<file path="src/rtl/score_disp_pkg.sv">
// score_disp_pkg: shared definitions for the score display controller.
//   - Seven-segment patterns, bit order {g,f,e,d,c,b,a}, 1 = segment lit.
//   - FSM state encoding; the encoding is also the win_state output value.
//   - seg_digit(): decimal digit (0..9) to segment pattern, BLANK otherwise.
package score_disp_pkg;

  localparam logic [6:0] SEG_0     = 7'b0111111;
  localparam logic [6:0] SEG_1     = 7'b0000110;
  localparam logic [6:0] SEG_2     = 7'b1011011;
  localparam logic [6:0] SEG_3     = 7'b1001111;
  localparam logic [6:0] SEG_4     = 7'b1100110;
  localparam logic [6:0] SEG_5     = 7'b1101101;
  localparam logic [6:0] SEG_6     = 7'b1111101;
  localparam logic [6:0] SEG_7     = 7'b0000111;
  localparam logic [6:0] SEG_8     = 7'b1111111;
  localparam logic [6:0] SEG_9     = 7'b1101111;
  localparam logic [6:0] SEG_P     = 7'b1110011;
  localparam logic [6:0] SEG_DASH  = 7'b1000000;
  localparam logic [6:0] SEG_BLANK = 7'b0000000;

  typedef enum logic [1:0] {
    RUN   = 2'b00,
    WIN_L = 2'b01,
    WIN_R = 2'b10
  } state_e;

  function automatic logic [6:0] seg_digit(input logic [3:0] digit);
    case (digit)
      4'd0:    return SEG_0;
      4'd1:    return SEG_1;
      4'd2:    return SEG_2;
      4'd3:    return SEG_3;
      4'd4:    return SEG_4;
      4'd5:    return SEG_5;
      4'd6:    return SEG_6;
      4'd7:    return SEG_7;
      4'd8:    return SEG_8;
      4'd9:    return SEG_9;
      default: return SEG_BLANK;
    endcase
  endfunction

endpackage

</file>
<file path="src/rtl/seg_digit_enc.sv">
// seg_digit_enc: converts one player's score (0..99) to two seven-segment patterns.
// Ports:
//   value    - binary score, only 0..99 is meaningful
//   dash     - score is out of display range; both digits show DASH
//   tens_seg - tens digit pattern, BLANK when the score is below 10
//   ones_seg - ones digit pattern
module seg_digit_enc
  import score_disp_pkg::*;
(
  input  logic [6:0] value,
  input  logic       dash,
  output logic [6:0] tens_seg,
  output logic [6:0] ones_seg
);

  logic [3:0] tens_num;
  logic [3:0] ones_num;

  always_comb begin
    // Division by a constant on a 7-bit value stays a small combinational block.
    tens_num = 4'(value / 7'd10);
    ones_num = 4'(value % 7'd10);
    if (dash) begin
      tens_seg = SEG_DASH;
      ones_seg = SEG_DASH;
    end else begin
      tens_seg = (tens_num == 4'd0) ? SEG_BLANK : seg_digit(tens_num);
      ones_seg = seg_digit(ones_num);
    end
  end

endmodule

</file>
<file path="src/rtl/score_display_ctrl.sv">
// score_display_ctrl: builds the 8-digit score / winner banner for SevenSegmentLED.
// Ports:
//   clock        - sole clock, rising edge
//   reset        - asynchronous, active-low
//   leftpscore   - player 1 score (unsigned)
//   rightpscore  - player 2 score (unsigned)
//   gamestate    - 1 = game running, 0 = game over / checking for a winner
//   AN_In        - digit enables, 1 = lit, bit 7 is the leftmost digit
//   C_In         - segment patterns, 7 bits per digit, digit 7 in [55:49]
//   win_state    - 00 running, 01 left won, 10 right won
// All outputs are registered from the current state and the inputs at the same edge,
// so a state change reaches the outputs one edge after the transition edge.
module score_display_ctrl
  import score_disp_pkg::*;
#(
  parameter int unsigned SCORE_W      = 4,
  parameter int unsigned WIN_SCORE    = 3,
  parameter int unsigned BLINK_CYCLES = 50_000_000
) (
  input  logic               clock,
  input  logic               reset,
  input  logic [SCORE_W-1:0] leftpscore,
  input  logic [SCORE_W-1:0] rightpscore,
  input  logic               gamestate,
  output logic [7:0]         AN_In,
  output logic [55:0]        C_In,
  output logic [1:0]         win_state
);

  localparam int unsigned CNT_W = $clog2(BLINK_CYCLES);
  localparam logic [CNT_W-1:0] CNT_LAST = CNT_W'(BLINK_CYCLES - 1);

  state_e           state_q, state_d;
  logic [CNT_W-1:0] cnt_q, cnt_d;
  logic             phase_q, phase_d;  // 1 = ON (digits lit)

  logic [7:0]  an_q, an_d;
  logic [55:0] c_q, c_d;
  logic [1:0]  ws_q, ws_d;

  // Zero-extend so range and win comparisons work for any SCORE_W.
  logic [31:0] left_ext, right_ext;
  logic        left_dash, right_dash;
  logic        left_win, right_win;
  logic [6:0]  left_tens, left_ones, right_tens, right_ones;

  assign left_ext   = 32'(leftpscore);
  assign right_ext  = 32'(rightpscore);
  assign left_dash  = left_ext > 32'd99;
  assign right_dash = right_ext > 32'd99;
  assign left_win   = left_ext >= WIN_SCORE;
  assign right_win  = right_ext >= WIN_SCORE;

  seg_digit_enc u_left_enc (
    .value    (left_ext[6:0]),
    .dash     (left_dash),
    .tens_seg (left_tens),
    .ones_seg (left_ones)
  );

  seg_digit_enc u_right_enc (
    .value    (right_ext[6:0]),
    .dash     (right_dash),
    .tens_seg (right_tens),
    .ones_seg (right_ones)
  );

  // Next state, blink counter and phase.
  always_comb begin
    state_d = state_q;
    cnt_d   = cnt_q;
    phase_d = phase_q;
    case (state_q)
      RUN: begin
        // Counter and phase are held cleared so a win always starts ON from 0.
        cnt_d   = '0;
        phase_d = 1'b1;
        if (!gamestate) begin
          if (left_win) begin
            state_d = WIN_L;
          end else if (right_win) begin
            state_d = WIN_R;
          end
        end
      end
      WIN_L, WIN_R: begin
        if (gamestate) begin
          state_d = RUN;
          cnt_d   = '0;
          phase_d = 1'b1;
        end else if (cnt_q == CNT_LAST) begin
          cnt_d   = '0;
          phase_d = ~phase_q;
        end else begin
          cnt_d = cnt_q + CNT_W'(1);
        end
      end
      default: begin
        state_d = RUN;
        cnt_d   = '0;
        phase_d = 1'b1;
      end
    endcase
  end

  // Output image for the current state; registered below.
  always_comb begin
    an_d = 8'h00;
    c_d  = '0;
    ws_d = state_q;
    case (state_q)
      RUN: begin
        an_d = 8'hFF;
        c_d  = {SEG_P, SEG_1, left_tens, left_ones, SEG_P, SEG_2, right_tens, right_ones};
      end
      WIN_L: begin
        an_d = phase_q ? 8'hFF : 8'h00;
        c_d  = {SEG_P, SEG_1, SEG_BLANK, SEG_BLANK, SEG_P, SEG_1, SEG_BLANK, SEG_BLANK};
      end
      WIN_R: begin
        an_d = phase_q ? 8'hFF : 8'h00;
        c_d  = {SEG_P, SEG_2, SEG_BLANK, SEG_BLANK, SEG_P, SEG_2, SEG_BLANK, SEG_BLANK};
      end
      default: begin
        an_d = 8'h00;
        c_d  = '0;
      end
    endcase
  end

  always_ff @(posedge clock or negedge reset) begin
    if (!reset) begin
      state_q <= RUN;
      cnt_q   <= '0;
      phase_q <= 1'b1;
      an_q    <= 8'h00;
      c_q     <= '0;
      ws_q    <= RUN;
    end else begin
      state_q <= state_d;
      cnt_q   <= cnt_d;
      phase_q <= phase_d;
      an_q    <= an_d;
      c_q     <= c_d;
      ws_q    <= ws_d;
    end
  end

  assign AN_In     = an_q;
  assign C_In      = c_q;
  assign win_state = ws_q;

endmodule

</file>
<file path="config.mk">
export PLATFORM = sky130hd
export DESIGN_NAME = score_display_ctrl
export DESIGN_NICKNAME = d
export VERILOG_FILES = /design/src/rtl/score_disp_pkg.sv /design/src/rtl/seg_digit_enc.sv /design/src/rtl/score_display_ctrl.sv
export SDC_FILE = /design/constraint.sdc
export NUM_CORES = 1
export LEC_CHECK = 0
export CAP_MARGIN = 30
export CORE_MARGIN = 4
export CORE_UTILIZATION = 45
export CTS_CLUSTER_SIZE = 40
export DETAILED_ROUTE_END_ITERATION = 16
export GPL_ROUTABILITY_DRIVEN = 0
export PLACE_DENSITY = 0.79
export SLEW_MARGIN = 20
export SYNTH_ARGS = -nofsm -noshare
export SYNTH_HDL_FRONTEND = slang
export SYNTH_SLANG_ARGS = --single-unit
</file>
<file path="constraint.sdc">
create_clock -name clock -period 4.7 [get_ports clock]
set_input_delay 0.94 -clock clock [delete_from_list [all_inputs] [get_ports clock]]
set_output_delay 0.94 -clock clock [all_outputs]
set_load 0.01 [all_outputs]
</file>
; ---- Yosys cells after proc, flatten, opt, wreduce, memory -nomap -nowiden
; Memories as Yosys holds them, arrays and structs flattened.
; Cells that the tools add are included.
[totals]
reg_bits = 95
rom_bits = 448
in_bits = 11
output_inout_bits = 66
n_memories = 4
[mem_list]
columns = memory, words, word_bits, rd, rd_clocked_by_memory_dff, write_ports, line_no
row1 = (name not given), 16, 7, 1, 0, 0, score_disp_pkg.sv:28  ; case (digit)
row2 = (name not given), 16, 7, 1, 0, 0, score_disp_pkg.sv:28
row3 = (name not given), 16, 7, 1, 0, 0, score_disp_pkg.sv:28
row4 = (name not given), 16, 7, 1, 0, 0, score_disp_pkg.sv:28
[classes]
addsub = 1
div = 4
n_lt_le_gt_ge = 4
eq_ne = 7
n_mux = 20
bitwise = 1
reduce_logical = 5
[op_table]
columns = cell, count
row1 = 56-bit one-hot mux with 3 select lines, 1
row2 = 26-bit two-way mux, 3
row3 = 7-bit two-way mux, 6
row4 = "26-bit by 1-bit adder with 26-bit output, second input constant", 1
row5 = "26-bit == test, second input constant", 1
row6 = 8-bit one-hot mux with 2 select lines, 1
row7 = "4-bit by 4-bit divider with 7-bit output, second input constant", 2
row8 = "4-bit by 7-bit greater-than comparator with 1-bit output, second input constant", 2
row9 = "4-bit by 4-bit remainder unit with 7-bit output, second input constant", 2
row10 = "4-bit by 2-bit greater-or-equal comparator with 1-bit output, second input constant", 2
row11 = 4-bit zero test, 2
row12 = 2-bit two-way mux, 4
row13 = 8-bit two-way mux, 1
row14 = 2-bit one-hot mux with 2 select lines, 1
row15 = 1-bit two-way mux, 3
row16 = "3-bit by 1-bit inequality test with 1-bit output, second input constant", 1
row17 = "3-bit inequality test, second input constant", 1
row18 = 3-bit AND reduction, 1
row19 = "2-bit by 1-bit == test with 1-bit output, second input constant", 1
row20 = "2-bit == test, second input constant", 1
row21 = 2-bit zero test, 1
row22 = "2-bit by 1-bit inequality test with 1-bit output, second input constant", 1
row23 = "2-bit inequality test, second input constant", 1
row24 = 2-bit OR reduction, 1
row25 = 1-bit NOT, 1

; ---- Depth between registers and ports, before layout
; Gate-level depths: netlist of run 1.
[depth]
depth_word = 5
ltp_mapped = 11

; ---- By module
; From an unflattened synthesis of run 1, not the netlist that was laid out.
[hier_totals]
cells_unflattened = 560
hier_area_um2 = 5068.6
[modules_own_cells]
columns = mod, n_inst, cells_per_inst, area_per_inst_um2, seq_area_each_um2
row1 = score_display_ctrl, 1, 270, 2924.1, 1627.8
row2 = seg_digit_enc, 2, 145, 1072.3, 0.0

; ---- Least setup slack after synthesis of run 1
; OpenSTA, ideal clock, no wires.
[synth_timing]
path_kind = input port to flip-flop
startpoint = input port leftpscore[2]
endpoint = register c_q[32] (netlist: C_In[32])
arrival_ns = 2.647
setup_slack_ns = 1.974
path_stages = 9
n_path_buf = 1
path_cell_list = clkbuf_1 -> inv_1 -> ha_1 -> inv_1 -> ha_1 -> mux2_2 -> o41a_1 -> a211o_1 -> a21oi_1
[synth_via]
elab_chain_len = 4
[synth_rtl]
columns = element, line_no
row1 = "start, declared", score_display_ctrl.sv:22  ; input logic [SCORE_W-1:0] leftpscore,
row2 = 4-bit by 4-bit remainder unit with 7-bit output, seg_digit_enc.sv:22  ; ones_num = 4'(value % 7'd10);
row3 = memory 16 x 7 bit, -
row4 = 7-bit two-way mux (*), seg_digit_enc.sv:23  ; if (dash) begin
row5 = 56-bit one-hot mux with 3 select lines (*), score_display_ctrl.sv:111  ; case (state_q)
row6 = via c_d[32], score_display_ctrl.sv:38  ; logic [55:0] c_q, c_d;
row7 = "end signal, assigned", score_display_ctrl.sv:137  ; c_q <= '0;
row8 = "end signal, assigned", score_display_ctrl.sv:144  ; c_q <= c_d;
row9 = "end, declared", score_display_ctrl.sv:38
; The timed path passes the listed nets; every way through them passes the cells marked *.
; A chain may end at the register's enable or synchronous reset.

; ---- Final worst setup path of run 1
[layout_timing]
startpoint = input port rightpscore[1]
endpoint = register c_q[3] (netlist: C_In[3])
[layout_via]
elab_chain_len = 4
[layout_rtl]
columns = element, line_no
row1 = "start, declared", score_display_ctrl.sv:23  ; input logic [SCORE_W-1:0] rightpscore,
row2 = 4-bit by 4-bit remainder unit with 7-bit output, seg_digit_enc.sv:22
row3 = memory 16 x 7 bit, -
row4 = 7-bit two-way mux (*), seg_digit_enc.sv:23
row5 = 56-bit one-hot mux with 3 select lines (*), score_display_ctrl.sv:111
row6 = via c_d[3], score_display_ctrl.sv:38
; Marks and branches as above.

==> reports/summary.log, run 1 <==
[clock_network] clock tree from TritonCTS yes
[synthesis] share of the synthesized area in the top cell type 0.4078
[place] post-place setup slack 1.241 ns
[synthesis] number of instances in the synthesized netlist 331
[timing] share of the clock period used by the worst path after layout 0.6556
[clock_network] worst skew pair latency 0.31 ns
[timing] highest achievable clock rate 0.3246 GHz
[place] HPWL reported at the end of detailed placement 4.700 mm
[clock_network] H-tree levels 2
[setup_path] data arrival time at the worst-slack endpoint 3.29 ns
[clock_network] post-cts gate resize count 0
[synthesis] Post-synth EDFFs 0
[layout] final antenna diode count 0
[setup_path] count of cells along the worst register-to-register path 4
[clock_network] root buffer cell clkbuf_8
[synthesis] number of distinct library cells after synthesis 48
[global_routing] first-pass GRT wire length 10.98 mm
[layout] layout cells sized above 1 0.05510
[setup_path] required time of the worst setup path 4.91 ns
[route] number of vias per cell 5.364
[place] count of input and output buffers 60
[timing] final hold slack 0.4553 ns
[floorplanning] overall die area 0.008501 mm^2
[timing] max_slew headroom 0.5015
[floorplanning] core region area 0.006832 mm^2
[route] DR WL/cell 13.83 um
[synthesis] Top FF cell, synth dfrtp_1
[global_routing] number of antenna violations at the first check in global routing 0
[clock_network] post-CTS setup buffer count 0
[setup_path] Worst Setup Start Kind primary input
[route] Starting DRT DRC Count 119
[synthesis] Synth area leader dfrtp_1
[timing] Final Critical Period 3.081 ns
[synthesis] Post-Syn Area per Cell 9.639 um^2
[pwr] Overall Power 1.517 mW
[route] total iterations of the first detailed-routing run 4
[floorplanning] horizontal die dimension 92.20 um
[synthesis] proportion of synthesized flip-flops having asynchronous set or reset 1.000
[clock_network] buffer levels on the longest clock path 2
[status] run status finished clean
[route] number of antenna-violating nets in the routed design 0
[floorplanning] site row count 30
[floorplanning] Ports 77
[setup_path] endpoint class of the critical path flip-flop
[timing] setup slack after layout 1.619 ns
[floorplanning] height of the die 92.20 um
[timing] count of final hold-check violations 0
[timing] final-report max-slew violation count 0
[route] aggregate routed wire length 6.350 mm
[clock_network] # clock sinks 53
[layout] net total in the final layout 388
[timing] Final setup viols 0
[clock_network] TritonCTS Buffers 5
[setup_path] CP Class in2reg
[hold_path] worst hold stages 1
[clock_network] number of buffers inserted for hold repair after clock tree synthesis 0
[route] detailed-route via count 2462
[timing] post-route clock skew 0.008216 ns
[floorplanning] Initial Utilization 0.4670
[synthesis] Synth Register Bits 53
[timing] Post-Route Setup TNS 0 ns
[route] residual DRC count 0
[synthesis] Synth Warn # 0
[pwr] worst IR drop on VDD 0.0001433 V
[timing] worst slew pin tran 0.7384 ns
[synthesis] synth top area cells dfrtp_1, buf_4, ha_1
[global_routing] global routing usage summed across all routing layers 0.1546
[pwr] leakage power of the design 1.555 nW
[global_routing] largest net degree at the start of global routing 35
[layout] post-route insts no fill 459
[hold_path] Min-Delay Path Class reg2reg
[global_routing] number of global-route vias before repair 2380
[job] count of maximum capacitance violations 0
[setup_path] maximum net fanout on the critical path 8
[clock_network] clock transition at the register clock pins on the worst setup and hold paths after CTS 0.09 ns
[timing] RSZ-0062 raised after global routing no
[layout] area added between synthesis and finish 16.94%
[pwr] total power divided by cell area 406.6 mW/mm^2
[global_routing] grt ovf 0
[synthesis] most frequent cells after synthesis dfrtp_1, buf_4, a21oi_1, nor2_1, inv_1
[place] count of placed standard cells including taps 451
[synthesis] most repeated cell in the gate-level netlist after synthesis dfrtp_1
[synthesis] synthesized cell area 0.003191 mm^2
[synthesis] sequential cell area fraction in the yosys report 0.4161
[routing by layer]
metal  vias up  share of wire  wire length [um]  global-route usage
li1       1184              -                 -                   -
met2        77           0.47              3005              0.2561
met4         0         0.0074                47             0.03960
met1      1197           0.44              2823              0.2023
met3         4          0.074               473             0.03856
met5         -              0                 0                   0
[layout by cell type, fill, tap and decap left out, drive strengths merged, types with 3 or more instances in the layout]
master / n
conb: 16
a211o: 6
xor2: 7
o211ai: 3
nor2b: 4
nand2: 12
nand3: 13
or4: 12
nor2: 22
a21oi: 24
nor3b: 4
xnor2: 3
nand2b: 7
and4: 3
buf: 3
o31ai: 13
nand3b: 3
dfrtp: 52
and3: 6
o21ai: 10
or3: 4
nand4: 6
inv: 20
a211oi: 5
clkbuf: 7
ha: 15
clkdlybuf4s50: 59
[where the power goes]
part	leakage (nW)	total (mW)	internal (mW)	switching, mW
Combinational	0.801	0.604	0.314	0.290
Sequential	0.696	0.588	0.540	0.0480
Clock	0.0585	0.324	0.174	0.150
Total	1.56	1.52	1.03	0.489
[kinds of logic (layout without fill, tap and decap cells)]
| family | count (synthesis) | count (layout) | synth area share |
|---|---|---|---|
| flip-flops | 53 | 53 | 0.4161 |
| XOR/XNOR | 10 | 10 | 0.02745 |
| AND/OR/NAND/NOR | 105 | 105 | 0.1941 |
| buffers and inverters | 73 | 90 | 0.1396 |
| other | 1 | 16 | 0.001175 |
| AO/OA/AOI/OAI | 72 | 72 | 0.1557 |
| multiplexers | 2 | 2 | 0.007058 |
| adder cells (fa/ha/maj) | 15 | 15 | 0.05882 |
[layout make-up]
cell class	instances	area, um^2
inverter	20	75.07
clock inverter	1	30.03
fill	639	3100
clock buffer	7	86.33
multi-input combinational	220	1474
tap	96	120.1
sequential	53	1328
timing repair buffer	62	618.1
[worst paths after layout]
path                                     start         to  slack (ns)
worst max-delay path            rightpscore[1]    C_In[3]        1.62
worst min register to register        cnt_q[0]   cnt_q[0]        0.46
min in group asynchronous                reset  cnt_q[12]        0.57
worst max register to register        cnt_q[2]  cnt_q[25]        2.41
worst min-delay path                  cnt_q[0]   cnt_q[0]        0.46
max in group asynchronous                reset    phase_q        3.31
[registers in the layout, indices dropped and copies added, names as in the netlist]
| name | cells |
|---|---|
| AN_In | 1 |
| C_In | 21 |
| cnt_q | 26 |
| state_q | 2 |
| phase_q | 1 |
| win_state | 2 |
[metrics by stage]
step           area (um^2)  utilization
6_report              3731       0.5462
3_5_place_dp          3615       0.5291
3_3_place_gp          3600       0.5269
2_1_floorplan         3247            -
4_1_cts               3731       0.5462
5_1_grt               3731       0.5462
[worst max-delay path, cell delays in order]
cell             delay (ns)
clkdlybuf4s50_1        0.59
inv_1                  0.11
ha_1                   0.20
inv_1                  0.05
ha_1                   0.29
mux2_2                 0.38
o41ai_1                0.13
o21ai_0                0.29
a211oi_1               0.30
No activity file was read; power rests on OpenSTA's default activity.
==> run 2: changes to the inputs <==
- PLACE_DENSITY: 0.79 -> 0.81
- clock period: 4.7 -> 2.55 ns (I/O delays scaled with it)
==> run 2 against run 1 <==
Against the previous run:
- sequential share of layout area fell by 1.4 points
- sequential cell count did not move
- critical path type unchanged
- first-iteration DRC count rose by 1.7%
- die area did not move
- via count rose by 5.5%
- wire length rose by 7.1%
- critical path depth rose by 1
- highest routed layer unchanged
- clock power rose by 85%
- worst hold slack got worse by 0.26 ns
==> reports/summary.log, run 2 (synthesis results as in run 1) <==
[status] run status finished clean
[clock_network] clock transition at the register clock pins on the worst setup and hold paths after CTS 0.10 ns [about the same]
[pwr] leakage power of the design 1.655 nW [+6.4%]
[floorplanning] core region area 0.006832 mm^2 [unchanged]
[route] Starting DRT DRC Count 121 [+1.7%]
[layout] largest register by flop count cnt_q
[setup_path] beginning of the critical path leftpscore[1]
[layout] commonest non-fill, non-tap cells in the layout clkdlybuf4s50_1, dfrtp_1, a21oi_1, nor2_1, buf_4
[setup_path] CP Buf/Inv Count 4 [+1]
[timing] highest achievable clock rate 0.4210 GHz
[global_routing] grt ovf 0 [unchanged]
[timing] share of the clock period used by the worst path after layout 0.9314
[timing] post-route clock skew 0.004787 ns [-0.003429 ns]
[layout] final design utilization 0.5692 [+0.02308]
[floorplanning] site row count 30 [unchanged]
[setup_path] endpoint of the worst register-to-register path C_In[28]
[global_routing] global routing usage summed across all routing layers 0.1624 [+0.007791]
[setup_path] flop2flop setup slack 0.63 ns [-1.78 ns]
[floorplanning] height of the die 92.20 um [unchanged]
[pwr] total power divided by cell area 728.2 mW/mm^2 [+79%]
[setup_path] Slowest-stage cell, CP o21ai_0
[layout] final antenna diode count 0 [unchanged]
[layout] number of filler instances in the final layout 604 [-5.5%]
[clock_network] H-tree levels 2 [unchanged]
[floorplanning] Ports 77 [unchanged]
[global_routing] number of global-route vias before repair 2475 [+4.0%]
[timing] RSZ-0062 raised after global routing no
[setup_path] maximum net fanout on the critical path 5 [-3]
[route] number of antenna-violating nets in the routed design 0 [unchanged]
[global_routing] number of antenna violations at the first check in global routing 0 [unchanged]
[floorplanning] horizontal die dimension 92.20 um [unchanged]
[clock_network] clock tree from TritonCTS yes
[setup_path] Largest delay share family, worst path compound AO/OA/AOI/OAI gates
[global_routing] first-pass GRT wire length 11.30 mm [+3.0%]
[layout] net total in the final layout 409 [+5.4%]
[route] DR WL/cell 14.17 um [+2.4%]
[clock_network] # clock sinks 53 [unchanged]
[setup_path] cells traversed along the worst timing path clkdlybuf4s50_1 > inv_1 > ha_1 > inv_1 > ha_1 > nand2b_1 > o21ai_0 > inv_1 > ha_1 > a211oi_1
[layout] post-route cell area 0.003889 mm^2 [+4.2%]
[setup_path] count of cells along the worst register-to-register path 5 [+1]
[layout] number of flip-flops under the largest register name 26 [unchanged]
[route] aggregate routed wire length 6.803 mm [+7.1%]
[layout] layout cells sized above 1 0.1094 [+0.05428]
[setup_path] data arrival time at the worst-slack endpoint 2.57 ns [-0.72 ns]
[clock_network] TritonCTS Buffers 5 [unchanged]
[global_routing] largest net degree at the start of global routing 28 [-20%]
[route] number of vias per cell 5.413 [+0.91%]
[setup_path] Worst Setup Start Kind primary input
[pwr] Overall Power 2.832 mW [+87%]
[clock_network] root buffer cell clkbuf_8
[hold_path] Min-Delay Path Class in2async
[timing] worst slew pin tran 0.6427 ns [-0.09567 ns]
[route] total iterations of the first detailed-routing run 4 [unchanged]
[setup_path] required time of the worst setup path 2.75 ns [-2.16 ns]
[route] detailed-route via count 2598 [+5.5%]
[timing] Final Critical Period 2.375 ns
[timing] Final setup viols 0 [unchanged]
[setup_path] largest stage delay on the critical path 0.42 ns [-0.17 ns]
[setup_path] CP Class in2reg
[timing] final-report max-slew violation count 0 [unchanged]
[timing] count of final hold-check violations 0 [unchanged]
[place] count of input and output buffers 60 [unchanged]
[clock_network] number of buffers inserted for hold repair after clock tree synthesis 0 [unchanged]
[clock_network] post-CTS setup buffer count 0 [unchanged]
[route] residual DRC count 0 [unchanged]
[timing] max_slew headroom 0.5696 [+0.06815]
[clock_network] worst skew pair latency 0.31 ns [about the same]
[layout] leading cell type in the layout, fill and taps excluded clkdlybuf4s50_1
[floorplanning] overall die area 0.008501 mm^2 [unchanged]
[clock_network] buffer levels on the longest clock path 2 [unchanged]
[pwr] worst IR drop on VDD 0.0003464 V [+140%]
[layout] area added between synthesis and finish 21.88%
[clock_network] post-cts gate resize count 0 [unchanged]
[place] HPWL reported at the end of detailed placement 4.885 mm [+3.9%]
[job] count of maximum capacitance violations 0 [unchanged]
[place] placed cell area 0.003757 mm^2 [+3.9%]
[floorplanning] Initial Utilization 0.4670 [unchanged]
[setup_path] launch point of the worst reg-to-reg path state_q[0]
[setup_path] endpoint class of the critical path flip-flop
[run 2: cell types whose count changed in the layout (fill, tap and decap cells not counted), sizes merged]
| cell | change |
|---|---|
| buf | +21 |
| clkbuf | -1 |
| clkinvlp | +1 |
[run 2: metrics by stage]
stage | hold WS (ns) | std cells | setup WS [ns] | TNS, ns
2_1_floorplan | 0.2144 | 346 | 0.2541 | 0
3_3_place_gp | 0.4407 | 471 | -0.03925 | -0.1161
3_5_place_dp | 0.4430 | 471 | -0.09377 | -0.6994
4_1_cts | 0.2211 | 479 | 0.2155 | 0
5_1_grt | 0.2319 | 480 | 0.05326 | 0
6_report | 0.1985 | 480 | 0.1749 | 0
[run 2: worst register-to-register path, stage by stage (launching register included)]
cell	delay [ns]
dfrtp_1	0.46
inv_1	0.12
ha_1	0.29
nor2b_1	0.37
o21ai_0	0.23
a211oi_1	0.34
[run 2: worst max-delay path by stage]
stage	to	cells past startpoint	slack, ns
floorplan	C_In[32]	9	0.25
global placement	C_In[0]	10	-0.04
detailed placement	C_In[29]	11	-0.09
CTS	C_In[28]	10	0.22
global route	C_In[28]	10	0.05
finish	C_In[28]	10	0.17
[run 2: cell type report]
cell class | count | area (um^2) | area share
clock buffers | 6 | 82.58 | 0.02124
clock inverters | 2 | 37.54 | 0.009653
inverters | 20 | 75.07 | 0.01931
multi-input cells | 220 | 1474 | 0.3790
flip-flops and latches | 53 | 1328 | 0.3414
well taps | 96 | 120.1 | 0.03089
repair buffers | 83 | 772.0 | 0.1985
[run 2: report_power, final]
part / internal (mW) / switching (mW) / leakage [nW]
clock: 0.319 / 0.280 / 0.0574
combinational: 0.599 / 0.545 / 0.902
sequential: 0.996 / 0.0922 / 0.696
[run 2: per-layer routing]
| metal | GRT usage | vias to the layer above | share of wire |
|---|---|---|---|
| li1 | - | 1220 | - |
| met1 | 0.1954 | 1262 | 0.41 |
| met2 | 0.2713 | 100 | 0.49 |
| met3 | 0.03856 | 16 | 0.070 |
| met4 | 0.08045 | 0 | 0.024 |
| met5 | 0 | - | 0 |
